### src/rtl/uart_tx_fifo.sv
// uart_tx_fifo: captures bytes on the falling edge of the active-low IOload strobe,
// buffers them in a FIFO and sends them as 8N1 frames (8E1 when UART_TX_PARITY_EN is defined).
module uart_tx_fifo #(
  parameter int CLKS_PER_BIT = 16,
  parameter int FIFO_AW      = 4
) (
  input  logic       i_clk,
  input  logic       reset,
  input  logic [7:0] wr_data,
  input  logic       io_load,
  output logic       tx,
  output logic       tx_full,
  output logic       tx_empty,
  output logic       tx_busy,
  output logic       overflow
);
  localparam int DEPTH = 1 << FIFO_AW;
  localparam int BW    = $clog2(CLKS_PER_BIT);
  localparam logic [BW-1:0]      BAUD_MAX = BW'(CLKS_PER_BIT - 1);
  localparam logic [BW-1:0]      BAUD_ONE = BW'(1);
  localparam logic [FIFO_AW-1:0] PTR_ONE  = FIFO_AW'(1);
  localparam logic [FIFO_AW:0]   CNT_ONE  = (FIFO_AW+1)'(1);

`ifdef UART_TX_PARITY_EN
  typedef enum logic [2:0] {IDLE, START, DATA, PARITY, STOP} state_t;
`else
  typedef enum logic [1:0] {IDLE, START, DATA, STOP} state_t;
`endif

  // Write capture: the event is registered together with its data, so the
  // FIFO push lands one edge after the sampling edge.
  logic       ld_q, wr_vld;
  logic [7:0] wr_byte;

  always_ff @(posedge i_clk or negedge reset) begin
    if (!reset) begin
      ld_q    <= 1'b1;
      wr_vld  <= 1'b0;
      wr_byte <= '0;
    end else begin
      ld_q   <= io_load;
      wr_vld <= ld_q & ~io_load;
      if (ld_q & ~io_load) wr_byte <= wr_data;
    end
  end

  logic [7:0]         mem [DEPTH];
  logic [FIFO_AW-1:0] wptr, rptr;
  logic [FIFO_AW:0]   count, count_nxt;
  logic               pop, push_ok;

  // count never exceeds DEPTH, so its MSB alone marks a full FIFO
  assign push_ok = wr_vld & (~count[FIFO_AW] | pop);

  always_comb begin
    count_nxt = count;
    case ({push_ok, pop})
      2'b10:   count_nxt = count + CNT_ONE;
      2'b01:   count_nxt = count - CNT_ONE;
      default: count_nxt = count;
    endcase
  end

  always_ff @(posedge i_clk) begin
    if (push_ok) mem[wptr] <= wr_byte;
  end

  always_ff @(posedge i_clk or negedge reset) begin
    if (!reset) begin
      wptr     <= '0;
      rptr     <= '0;
      count    <= '0;
      tx_full  <= 1'b0;
      tx_empty <= 1'b1;
      overflow <= 1'b0;
    end else begin
      if (push_ok) wptr <= wptr + PTR_ONE;
      if (pop)     rptr <= rptr + PTR_ONE;
      count    <= count_nxt;
      tx_full  <= count_nxt[FIFO_AW];
      tx_empty <= (count_nxt == '0);
      overflow <= overflow | (wr_vld & count[FIFO_AW] & ~pop);
    end
  end

  state_t        state_q, state_d;
  logic [BW-1:0] baud_q, baud_d;
  logic [2:0]    bit_q, bit_d;
  logic [7:0]    shift_q, shift_d;
  logic          tx_d, busy_d;
  logic          baud_end, has_data;
  logic [7:0]    head;
`ifdef UART_TX_PARITY_EN
  logic          par_q, par_d;
`endif

  assign head     = mem[rptr];
  assign has_data = (count != '0);
  assign baud_end = (baud_q == BAUD_MAX);

  always_comb begin
    state_d = state_q;
    baud_d  = baud_q + BAUD_ONE;
    bit_d   = bit_q;
    shift_d = shift_q;
    tx_d    = tx;
    busy_d  = tx_busy;
    pop     = 1'b0;
`ifdef UART_TX_PARITY_EN
    par_d   = par_q;
`endif
    case (state_q)
      IDLE: begin
        baud_d = '0;
        tx_d   = 1'b1;
        busy_d = 1'b0;
        if (has_data) begin
          pop     = 1'b1;
          shift_d = head;
          tx_d    = 1'b0;
          busy_d  = 1'b1;
          state_d = START;
`ifdef UART_TX_PARITY_EN
          par_d   = ^head;
`endif
        end
      end
      START: if (baud_end) begin
        baud_d  = '0;
        tx_d    = shift_q[0];
        state_d = DATA;
      end
      DATA: if (baud_end) begin
        baud_d = '0;
        if (bit_q == 3'd7) begin
          bit_d = '0;
`ifdef UART_TX_PARITY_EN
          tx_d    = par_q;
          state_d = PARITY;
`else
          tx_d    = 1'b1;
          state_d = STOP;
`endif
        end else begin
          shift_d = {1'b0, shift_q[7:1]};
          tx_d    = shift_q[1];
          bit_d   = bit_q + 3'd1;
        end
      end
`ifdef UART_TX_PARITY_EN
      PARITY: if (baud_end) begin
        baud_d  = '0;
        tx_d    = 1'b1;
        state_d = STOP;
      end
`endif
      STOP: if (baud_end) begin
        baud_d = '0;
        // back-to-back: next start bit follows the stop bit with no idle gap
        if (has_data) begin
          pop     = 1'b1;
          shift_d = head;
          tx_d    = 1'b0;
          state_d = START;
`ifdef UART_TX_PARITY_EN
          par_d   = ^head;
`endif
        end else begin
          tx_d    = 1'b1;
          busy_d  = 1'b0;
          state_d = IDLE;
        end
      end
      default: state_d = IDLE;
    endcase
  end

  always_ff @(posedge i_clk or negedge reset) begin
    if (!reset) begin
      state_q <= IDLE;
      baud_q  <= '0;
      bit_q   <= '0;
      shift_q <= '0;
      tx      <= 1'b1;
      tx_busy <= 1'b0;
`ifdef UART_TX_PARITY_EN
      par_q   <= 1'b0;
`endif
    end else begin
      state_q <= state_d;
      baud_q  <= baud_d;
      bit_q   <= bit_d;
      shift_q <= shift_d;
      tx      <= tx_d;
      tx_busy <= busy_d;
`ifdef UART_TX_PARITY_EN
      par_q   <= par_d;
`endif
    end
  end

endmodule

### config.mk
export PLATFORM = sky130hd
export DESIGN_NAME = uart_tx_fifo
export DESIGN_NICKNAME = d
export VERILOG_FILES = /design/src/rtl/uart_tx_fifo.sv
export SDC_FILE = /design/constraint.sdc
export NUM_CORES = 1
export LEC_CHECK = 0
export BUFFER_PORTS_ARGS = -buffer_cell sky130_fd_sc_hd__buf_2
export CAP_MARGIN = 10
export CORE_MARGIN = 2
export CORE_UTILIZATION = 25
export CTS_CLUSTER_DIAMETER = 60
export DETAILED_ROUTE_END_ITERATION = 10
export GPL_TIMING_DRIVEN = 0
export HOLD_SLACK_MARGIN = 0.05
export MAX_ROUTING_LAYER = met4
export PLACE_DENSITY = 0.35
export SLEW_MARGIN = 10
export SYNTH_ARGS = -nofsm -noshare
export SYNTH_HDL_FRONTEND = slang
export SYNTH_SLANG_ARGS = --single-unit
### constraint.sdc
create_clock -name i_clk -period 3.5 [get_ports i_clk]
set_input_delay 0.35 -clock i_clk [delete_from_list [all_inputs] [get_ports i_clk]]
set_output_delay 0.35 -clock i_clk [all_outputs]
set_load 0.02 [all_outputs]
==> impl_metrics.tcl, run 1 <==
set metrics [dict create \
    cp_max_fo 8 \
    worstSkewPairLatency_ps 430 \
    most-common-layout-cells "edfxtp_1 (128), dfrtp_1 (41), mux4_2 (32)" \
    dp_hpwl_um 10940 \
    synth_top_area_share 0.5460 \
    peakVddDrop_mv 0.3129 \
    ys_async_sr_fraction 0.2558 \
    skew_ps 8.453 \
    cp_data_arrival_time_ps 3450 \
    finalMaxSlewViolations 0 \
    fin_hold_ws_ps 147.2 \
    vias 3642 \
    pin_count 16 \
    drive_gt1_frac 0.2473 \
    htree_levels 4 \
    yosysTopAreaCell "edfxtp_1" \
    drv_cap 0 \
    drc_errors 0 \
    ys.flop_type "edfxtp_1" \
    grt_max_degree 45 \
    gp_congestion 0.7430 \
    powerDensity_mw_per_mm2 821.9 \
    worst-setup-path-type "flop to flop" \
    maxUsedRoutingLayer "met4" \
    yosys_warnings 0 \
    num_rows 61 \
    diodes 0 \
    drtAntennaViolNets 0 \
    dieHeight_um 171.8 \
    synth_top_family_by_area "multiplexers" \
    synth_area_leaders "edfxtp_1 (55%), dfrtp_1 (15%), mux4_2 (10%), ha_1 (2.8%), mux2_2 (2.1%)" \
    via_per_inst 4.341 \
    fin_crit_sh 0.8893 \
    wl_um 16820 \
    drt-wirelength-per-cell_um 20.05 \
    syn_inst 408 \
    max_freq_mhz 321.3 \
    gr-usage-all-layers 0.1261 \
    grt_pass1_wl_um 25210 \
    cts_sinks 172 \
    slowest_delay_ps 430 \
    drt_iter0_drc 302 \
    final_common_cell "edfxtp_1" \
    seq_area_frac_synth 0.7030 \
    clock_path_buffers 2 \
    synth_seq_cells 172 \
    synth_cell_types 43 \
    critPathTopFamily "adder cells" \
    hold_depth 2 \
    antenna_found_initial 0 \
    end_kind "flop" \
    synth_edf_count 128 \
    die_w_um 171.8 \
    period_minus_slack_ps 3113 \
    yosys.area_share.simple 0.05155 \
    finalSetupViolCount 0 \
    syn-num-nets 435 \
    ff2ff_path_depth 15 \
    postSynthAreaPerCell_sq_um 17.25 \
    critPathRequiredTime_ps 3840 \
    cp_common_cell "xor2_1" \
    tns_ps 0 \
    cp_slowest_cell "dfrtp_1" \
    path_depth 15 \
    met2WireLength_um 8626 \
    hold_viol_final 0 \
    nNetsFinal 475 \
    portBuffers 15 \
    clk_pin_slew_ps 70 \
    outcome "completed" \
    cts_tree "yes" \
    path_cells "inv_1 > ha_2 > a41oi_2 > o21ai_1 > and2_1 > clkbuf_4 > clkinvlp_4 > ha_4 > xor2_1 > ha_1 > and3b_1 > o21ai_0 > a21oi_1 > xor2_1 > nor4b_2" \
    rsz0062_at_grt "no" \
    finalPower_mw 6.788 \
    grt_pass1_vias 3793 \
    wl_met3_um 543 \
    grt-ovfl-total 0 \
    worstMarginPinSlew_ps 801.0 \
    root_buffer "clkbuf_16" \
    critical_path_buf_inv_count 3 \
    synthMuxAreaShare 0.1246 \
    rrSetupSlack_ps 390 \
    dp_cells 805 \
    hp-class "input port to flop" \
    first_pass_iters 4 \
    fp.dieArea_sq_mm 0.02952 \
    p_leak_nw 2.818 \
    slew_headroom 0.4660 \
    syn_area_sq_mm 0.007039 \
    start_util 0.2534 \
    synth_fa_ha_area_frac 0.02844 \
    synthToLayoutAreaGrowth_pct 17.33 \
    met1_length_um 7527 \
    synth_compound_area_frac 0.05759 \
    setup_ws_ps 387.5 \
    crit_path_start_kind "flop" \
    place_ws_ps -289.9 \
    layoutNonFillerInstCount 839 \
    fp.coreArea_sq_mm 0.02778 \
    synth-xor-area-share 0.01742 \
    cts_buffers 17 \
]
==> layout make-up <==
cell class / instances / area, sq um
Buffer: 17 / 80.08
Clock buffer: 20 / 436.7
Clock inverter: 12 / 116.4
Fill cell: 2795 / 19520
Inverter: 11 / 45.04
Multi-Input combinational cell: 207 / 2024
Sequential cell: 172 / 4949
Tap cell: 378 / 473.0
Timing Repair Buffer: 22 / 135.1
==> sequential cells by signal, summed over array words and instances (netlist names) <==
register  flops
tx            1
mem         128
overflow      1
ld_q          1
bit_q         3
shift_q       8
rptr          4
wr_vld        1
state_q       2
wr_byte       8
tx_busy       1
baud_q        4
wptr          4
tx_empty      1
count         5
==> power by group <==
group          internal (mW)  switching [mW]
logic                  0.955            1.25
clock network          0.989           0.829
registers               2.51           0.252
total                   4.46            2.33
==> per-stage QoR <==
| step | utilization | cell area (sq um) |
|---|---|---|
| floorplan | - | 7039 |
| global placement | 0.2731 | 7587 |
| detailed placement | 0.2749 | 7637 |
| CTS | 0.2956 | 8212 |
| global route | 0.2973 | 8259 |
| finish | 0.2973 | 8259 |
==> final timing paths <==
check,end,startpoint
max in group asynchronous,wr_byte[1],reset
setup / recovery,tx_empty,state_q[0]
hold reg to reg,tx,tx
setup reg to reg,tx_empty,state_q[0]
min in group asynchronous,count[4],reset
hold / removal,wr_byte[2],wr_data[2]
==> metal layers <==
layer,vias to the layer above,global-route usage
met5,-,-
li1,1678,-
met4,0,0.02959
met2,52,0.2081
met3,8,0.03175
met1,1904,0.1564
==> logic make-up (layout without fill, tap and decap cells) <==
group,Yosys count,count (layout)
fa+ha+maj,16,16
flops,172,172
mux,46,46
xor+xnor,14,14
simple gates,67,67
buf+inv,29,82
compound gates,64,64
==> synthesized netlist by cell type (all sizes together), types with 2 or more instances <==
cell and count:
xor2 7, and3b 2, o21ai 12, buf 7, a21oi 24, mux4 32, nor3b 4, and2 11
nor2 14, a22o 2, nor3 5, a22oi 13, edfxtp 128, mux2 13, nand4 2, dfstp 3
inv 11, nand3 2, ha 16, o31ai 3, xnor2 7, clkbuf 11, dfrtp 41, nand2 11
nor2b 7, and3 6
==> repair_timing <==
item                                    4_1_cts  5_1_grt
hold endpoints to repair                      1       41
gates resized for setup                       3        7
hold buffers                                  1        1
endpoints found under the setup margin        3        3
buffers inserted                              0        1
Note: power is estimated with default switching activity, not from simulation.
==> run 2, diff against run 1 <==
--- a/config.mk
+++ b/config.mk
@@ -5,6 +5,7 @@
 export SDC_FILE = /design/constraint.sdc
 export NUM_CORES = 1
 export LEC_CHECK = 0
+export ABC_AREA = 1
 export BUFFER_PORTS_ARGS = -buffer_cell sky130_fd_sc_hd__buf_2
 export CAP_MARGIN = 10
 export CORE_MARGIN = 2
@@ -15,6 +16,7 @@
 export HOLD_SLACK_MARGIN = 0.05
 export MAX_ROUTING_LAYER = met4
 export PLACE_DENSITY = 0.35
+export REMOVE_ABC_BUFFERS = 1
 export SLEW_MARGIN = 10
 export SYNTH_ARGS = -nofsm -noshare
 export SYNTH_HDL_FRONTEND = slang
==> impl_metrics.tcl, run 2 <==
set metrics [dict create \
    outcome "completed" \
    synth_cell_types 33 \
    fp.coreArea_sq_mm 0.03035 \
    gr-usage-all-layers 0.1342 \
    grt_max_degree 70 \
    fp.dieArea_sq_mm 0.03207 \
    cp_slowest_cell "dfrtp_1" \
    setup_ws_ps 512.3 \
    grt_pass1_wl_um 30410 \
    synth_edf_count 128 \
    rsz0062_at_grt "no" \
    end_kind "flop" \
    critPathTopFamily "simple AND/OR/NAND/NOR gates" \
    p_leak_nw 3.665 \
    finalMaxSlewViolations 0 \
    diodes 0 \
    period_minus_slack_ps 2988 \
    final_util 0.2865 \
    grt-ovfl-total 0 \
    synth-xor-area-share 0.009144 \
    synth_compound_area_frac 0.03984 \
    drc_errors 0 \
    final_common_cell "nand2_1" \
    most-common-layout-cells "nand2_1 (233), edfxtp_1 (128), nand3_1 (86)" \
    worstSkewPairLatency_ps 440 \
    syn_area_sq_mm 0.007662 \
    nNetsFinal 799 \
    start_util 0.2525 \
    grt_pass1_vias 5188 \
    synth_area_leaders "edfxtp_1 (50%), dfrtp_1 (13%), nand2_1 (11%), nand3_1 (5.6%), inv_1 (4.0%)" \
    r2r_start "state_q[0]" \
    root_buffer "clkbuf_16" \
    pin_count 16 \
    worst-setup-path-type "flop to flop" \
    synthMuxAreaShare 0 \
    synth.top_cells.by_count "nand2_1 (233), edfxtp_1 (128), nand3_1 (86), inv_1 (81), nor2_1 (76)" \
    yosysTopAreaCell "edfxtp_1" \
    cp_max_fo 7 \
    fin_hold_ws_ps 93.48 \
    ys.flop_type "edfxtp_1" \
    cts_sinks 172 \
    cp_common_cell "inv_1" \
    postSynthAreaPerCell_sq_um 10.03 \
    top_register "mem" \
    drt_iter0_drc 385 \
    first_pass_iters 5 \
    cts_buffers 17 \
    synthToLayoutAreaGrowth_pct 13.47 \
    dieHeight_um 179.1 \
    synth_fa_ha_area_frac 0.02613 \
    yosys.area_share.simple 0.2219 \
    regArea_sq_mm 0.004954 \
    drive_gt1_frac 0.07771 \
    critical_path_buf_inv_count 4 \
    n_fill_cell 3139 \
    skew_ps 15.66 \
    seq_area_frac_synth 0.6458 \
    portBuffers 15 \
    yosys_warnings 0 \
    worstMarginPinSlew_ps 1029 \
    wl_um 19390 \
    syn_inst 764 \
    critPathRequiredTime_ps 3870 \
    peakVddDrop_mv 0.3337 \
    yosysMostFrequentCell "nand2_1" \
    antenna_found_initial 0 \
    gp_congestion 0.8475 \
    num_rows 64 \
    drt-wirelength-per-cell_um 16.41 \
    hold_viol_final 0 \
    r2r_end "tx_empty" \
    largestRegisters "mem x128, shift_q x8, wr_byte x8" \
    multiInputGateArea_sq_mm 0.002276 \
    largest_register_ffs 128 \
    powerDensity_mw_per_mm2 823.4 \
    cp_data_arrival_time_ps 3360 \
    synth_top_area_share 0.5016 \
    rrSetupSlack_ps 510 \
    hp-class "input port to asynchronous set/reset pin" \
    place_ws_ps 504.9 \
    slowest_delay_ps 390 \
    clock_path_buffers 2 \
    synth_top_family_by_area "simple AND/OR/NAND/NOR gates" \
    path_cells "inv_1 > ha_1 > inv_1 > nand3_4 > inv_1 > ha_1 > nand2_1 > inv_1 > nor2_1 > ha_1 > nand2_1 > nand2_1 > or2_2 > nor2_1 > nand3_1 > nor2_1" \
    via_per_inst 4.312 \
    max_freq_mhz 334.7 \
    ys_async_sr_fraction 0.2558 \
    die_w_um 179.1 \
    vias 5093 \
    crit_path_start_kind "flop" \
    synth_seq_cells 172 \
    clk_pin_slew_ps 70 \
    drtAntennaViolNets 0 \
    htree_levels 4 \
    ff2ff_path_depth 16 \
    drv_cap 0 \
    slew_headroom 0.3138 \
    cts_tree "yes" \
    finalSetupViolCount 0 \
    fin_crit_sh 0.8536 \
    dp_hpwl_um 11890 \
]
==> run 2: cell types whose count changed after synthesis, sizes merged, moves of 6 or more <==
cell and change:
and3 -6, and2 -11, o21ai +19, nor2 +62, mux4 -32, buf +6
a21oi -14, nand2 +226, inv +72, nor2b -7, nand3 +87, mux2 -13
a22oi -13
==> run 2: cell type report <==
| class | count | area share |
|---|---|---|
| clock inverter | 13 | 0.01497 |
| tap | 396 | 0.05699 |
| multi-input combinational | 480 | 0.2618 |
| timing repair buffer | 16 | 0.009786 |
| inverter | 85 | 0.03698 |
| clock buffer | 19 | 0.04979 |
| sequential | 172 | 0.5697 |
==> run 2: worst reg2reg max path, delay by kind of cell (launching register included) <==
kind / cells / cell delay [ps]
buf+inv: 4 / 620
simple gates: 9 / 1010
fa+ha+maj: 3 / 940
flops: 1 / 390
==> run 2: logic make-up (layout without fill, tap and decap cells) <==
logic type | count (synthesis) | in the layout
simple gates | 405 | 405
flops | 172 | 172
buf+inv | 112 | 133
compound gates | 51 | 51
fa+ha+maj | 16 | 16
xor+xnor | 8 | 8
==> run 2: worst max path at each step <==
stage                    start          to  slack (ps)  cells past startpoint
CTS                 state_q[0]    tx_empty         490                     16
global route        state_q[0]    tx_empty         250                     16
finish              state_q[0]    tx_empty         510                     16
detailed placement  state_q[0]    tx_empty         500                     16
floorplan              rptr[0]  shift_q[0]         800                      9
global placement       rptr[0]  shift_q[0]       -1270                      7
==> run 2: per-stage QoR <==
step / power (mW) / setup TNS (ps) / cells / cell area [sq um]
after floorplan: 4.503 / 0 / 737 / 7543
after global placement: 5.394 / -10450 / 1148 / 8114
after detailed placement: 5.406 / 0 / 1148 / 8118
after CTS: 7.289 / 0 / 1181 / 8691
after global routing: 7.737 / 0 / 1181 / 8695
final: 7.159 / 0 / 1181 / 8695
==> run 2: repair_timing <==
| item | CTS | global route |
|---|---|---|
| setup buffers | 0 | 0 |
| resized for setup | 0 | 1 |
| endpoints found under the hold margin | 1 | 0 |
| hold buffers | 1 | 0 |
| endpoints found under the setup margin | 0 | 5 |
==> run 2: routing by layer <==
metal / vias to the layer above / routed length [um] / GRT usage
li1: 2513 / - / -
met2: 93 / 9687 / 0.2229
met5: - / 0 / -
met4: 0 / 231 / 0.04167
met1: 2474 / 8785 / 0.1675
met3: 13 / 682 / 0.02226
==> run 2: where the power goes <==
part           internal [mW]  switching [mW]  total [mW]
registers               2.50           0.470        2.97
clock network          0.999           0.850        1.85
logic                  0.763            1.58        2.34
total                   4.26            2.90        7.16
==> run 3, diff against run 2 <==
--- a/config.mk
+++ b/config.mk
@@ -12,7 +12,6 @@
 export CORE_UTILIZATION = 25
 export CTS_CLUSTER_DIAMETER = 60
 export DETAILED_ROUTE_END_ITERATION = 10
-export GPL_TIMING_DRIVEN = 0
 export HOLD_SLACK_MARGIN = 0.05
 export MAX_ROUTING_LAYER = met4
 export PLACE_DENSITY = 0.35
==> impl_metrics.tcl, run 3 (same netlist as run 2, synthesis figures left out) <==
set metrics [dict create \
    setup_ws_ps 579.1 \
    largest_register_ffs 128 \
    antenna_found_initial 1 \
    fp.dieArea_sq_mm 0.03207 \
    fin_crit_sh 0.8345 \
    cts_sinks 172 \
    largestRegisters "mem x128, shift_q x8, wr_byte x8" \
    grt-ovfl-total 0 \
    hp-class "input port to asynchronous set/reset pin" \
    end_kind "flop" \
    drtAntennaViolNets 0 \
    r2r_start "state_q[1]" \
    wl_um 20000 \
    portBuffers 15 \
    critPathRequiredTime_ps 3870 \
    dp_hpwl_um 12450 \
    tns_ps 0 \
    gp_congestion 0.8645 \
    first_pass_iters 4 \
    drc_errors 0 \
    stdcell_area_sq_mm 0.008761 \
    diodes 0 \
    cts_tree "yes" \
    vias 5159 \
    synthToLayoutAreaGrowth_pct 14.34 \
    drv_cap 0 \
    p_leak_nw 3.714 \
    period_minus_slack_ps 2921 \
    finalPower_mw 7.186 \
    pin_count 16 \
    grt_pass1_wl_um 31420 \
    worstMarginPinSlew_ps 1053 \
    n_fill_cell 3179 \
    clock_path_buffers 2 \
    cts_buffers 17 \
    final_common_cell "nand2_1" \
    cp_max_fo 7 \
    fp.coreArea_sq_mm 0.03035 \
    cts-resized-gates 0 \
    nNetsFinal 810 \
    gr-usage-all-layers 0.1386 \
    outcome "completed" \
    final_util 0.2887 \
    num_rows 64 \
    most-common-layout-cells "nand2_1 (233), edfxtp_1 (128), nand3_1 (86)" \
    grt_pass1_vias 5307 \
    crit_path_start "state_q[1]" \
    peakVddDrop_mv 0.2974 \
    clk_pin_slew_ps 70 \
    drive_gt1_frac 0.08920 \
    root_buffer "clkbuf_16" \
    grt_max_degree 69 \
    postCtsSetupBuffers 0 \
    drt_iter0_drc 317 \
    via_per_inst 4.328 \
    postPlaceCellArea_sq_mm 0.008210 \
    cp_data_arrival_time_ps 3290 \
    place_ws_ps 581.3 \
    slew_headroom 0.2977 \
    die_w_um 179.1 \
    dieHeight_um 179.1 \
    start_util 0.2525 \
    worst-setup-path-type "flop to flop" \
    crit_path_start_kind "flop" \
    powerDensity_mw_per_mm2 820.2 \
    drt-wirelength-per-cell_um 16.77 \
    rsz0062_at_grt "no" \
    top_register "mem" \
    htree_levels 4 \
    hold_viol_final 0 \
    worstSkewPairLatency_ps 440 \
    finalMaxSlewViolations 0 \
    finalSetupViolCount 0 \
    max_freq_mhz 342.4 \
    skew_ps 11.99 \
]
## run 3: changes by cell type in the layout (fill, tap and decap cells not counted), sizes merged
cell / previous run / this run
buf: 15 / 26
clkbuf: 19 / 18
clkinv: 5 / 6
bufinv: 1 / 0
clkinvlp: 2 / 3
## run 3: area by class of cell
cell class	instances	area, sq um	area share
tap	396	495.5	0.05656
multi-input combinational	480	2276	0.2598
sequential	172	4950	0.5650
timing repair buffer	27	180.2	0.02057
inverter	85	319.1	0.03642
clock buffer	18	429.2	0.04899
clock inverter	14	111.4	0.01271
## run 3: report_power, final
| group | switching, mW | internal, mW | total (mW) |
|---|---|---|---|
| Sequential | 0.250 | 2.50 | 2.75 |
| Combinational | 1.85 | 0.815 | 2.67 |
| Clock | 0.849 | 0.923 | 1.77 |
## run 3: final timing paths
path                              end  slack [ps]  depth (start not counted)
setup / recovery             tx_empty         580                         17
hold / removal               count[4]         120                          1
setup reg to reg             tx_empty         580                         17
hold reg to reg             baud_q[0]         470                          1
max in group asynchronous     rptr[0]        2670                          1
min in group i_clk         wr_byte[2]         120                          3
## run 3: timing repair
item | in CTS | in global routing
hold buffers | 1 | 0
hold endpoints to repair | 1 | 0
setup endpoints to repair | 0 | 0
## run 3: layer usage
metal,vias up,global-route usage,part of all wire
li1,2536,-,-
met1,2511,0.1818,0.48
met2,88,0.2173,0.47
met3,24,0.02205,0.028
met4,0,0.05014,0.021
met5,-,-,0
## run 3: per-stage QoR
| stage | hold slack, ps | instances |
|---|---|---|
| global placement | 443.7 | 1159 |
| floorplan | 54.41 | 737 |
| global route | 115.7 | 1192 |
| CTS | 95.92 | 1192 |
| detailed placement | 457.2 | 1159 |
| finish | 117.2 | 1192 |
## run 3: critical path: stages (launching register included)
cell	delay, ps
dfrtp_1	420
inv_1	120
ha_1	290
inv_1	170
nand3_4	130
nand2_1	100
nand2_1	110
ha_1	280
nand2_1	120
inv_1	50
nor2_1	130
ha_1	250
nand2_1	60
nand2_1	60
or2_2	290
nor2_1	100
nand3_1	80
nor2_1	90
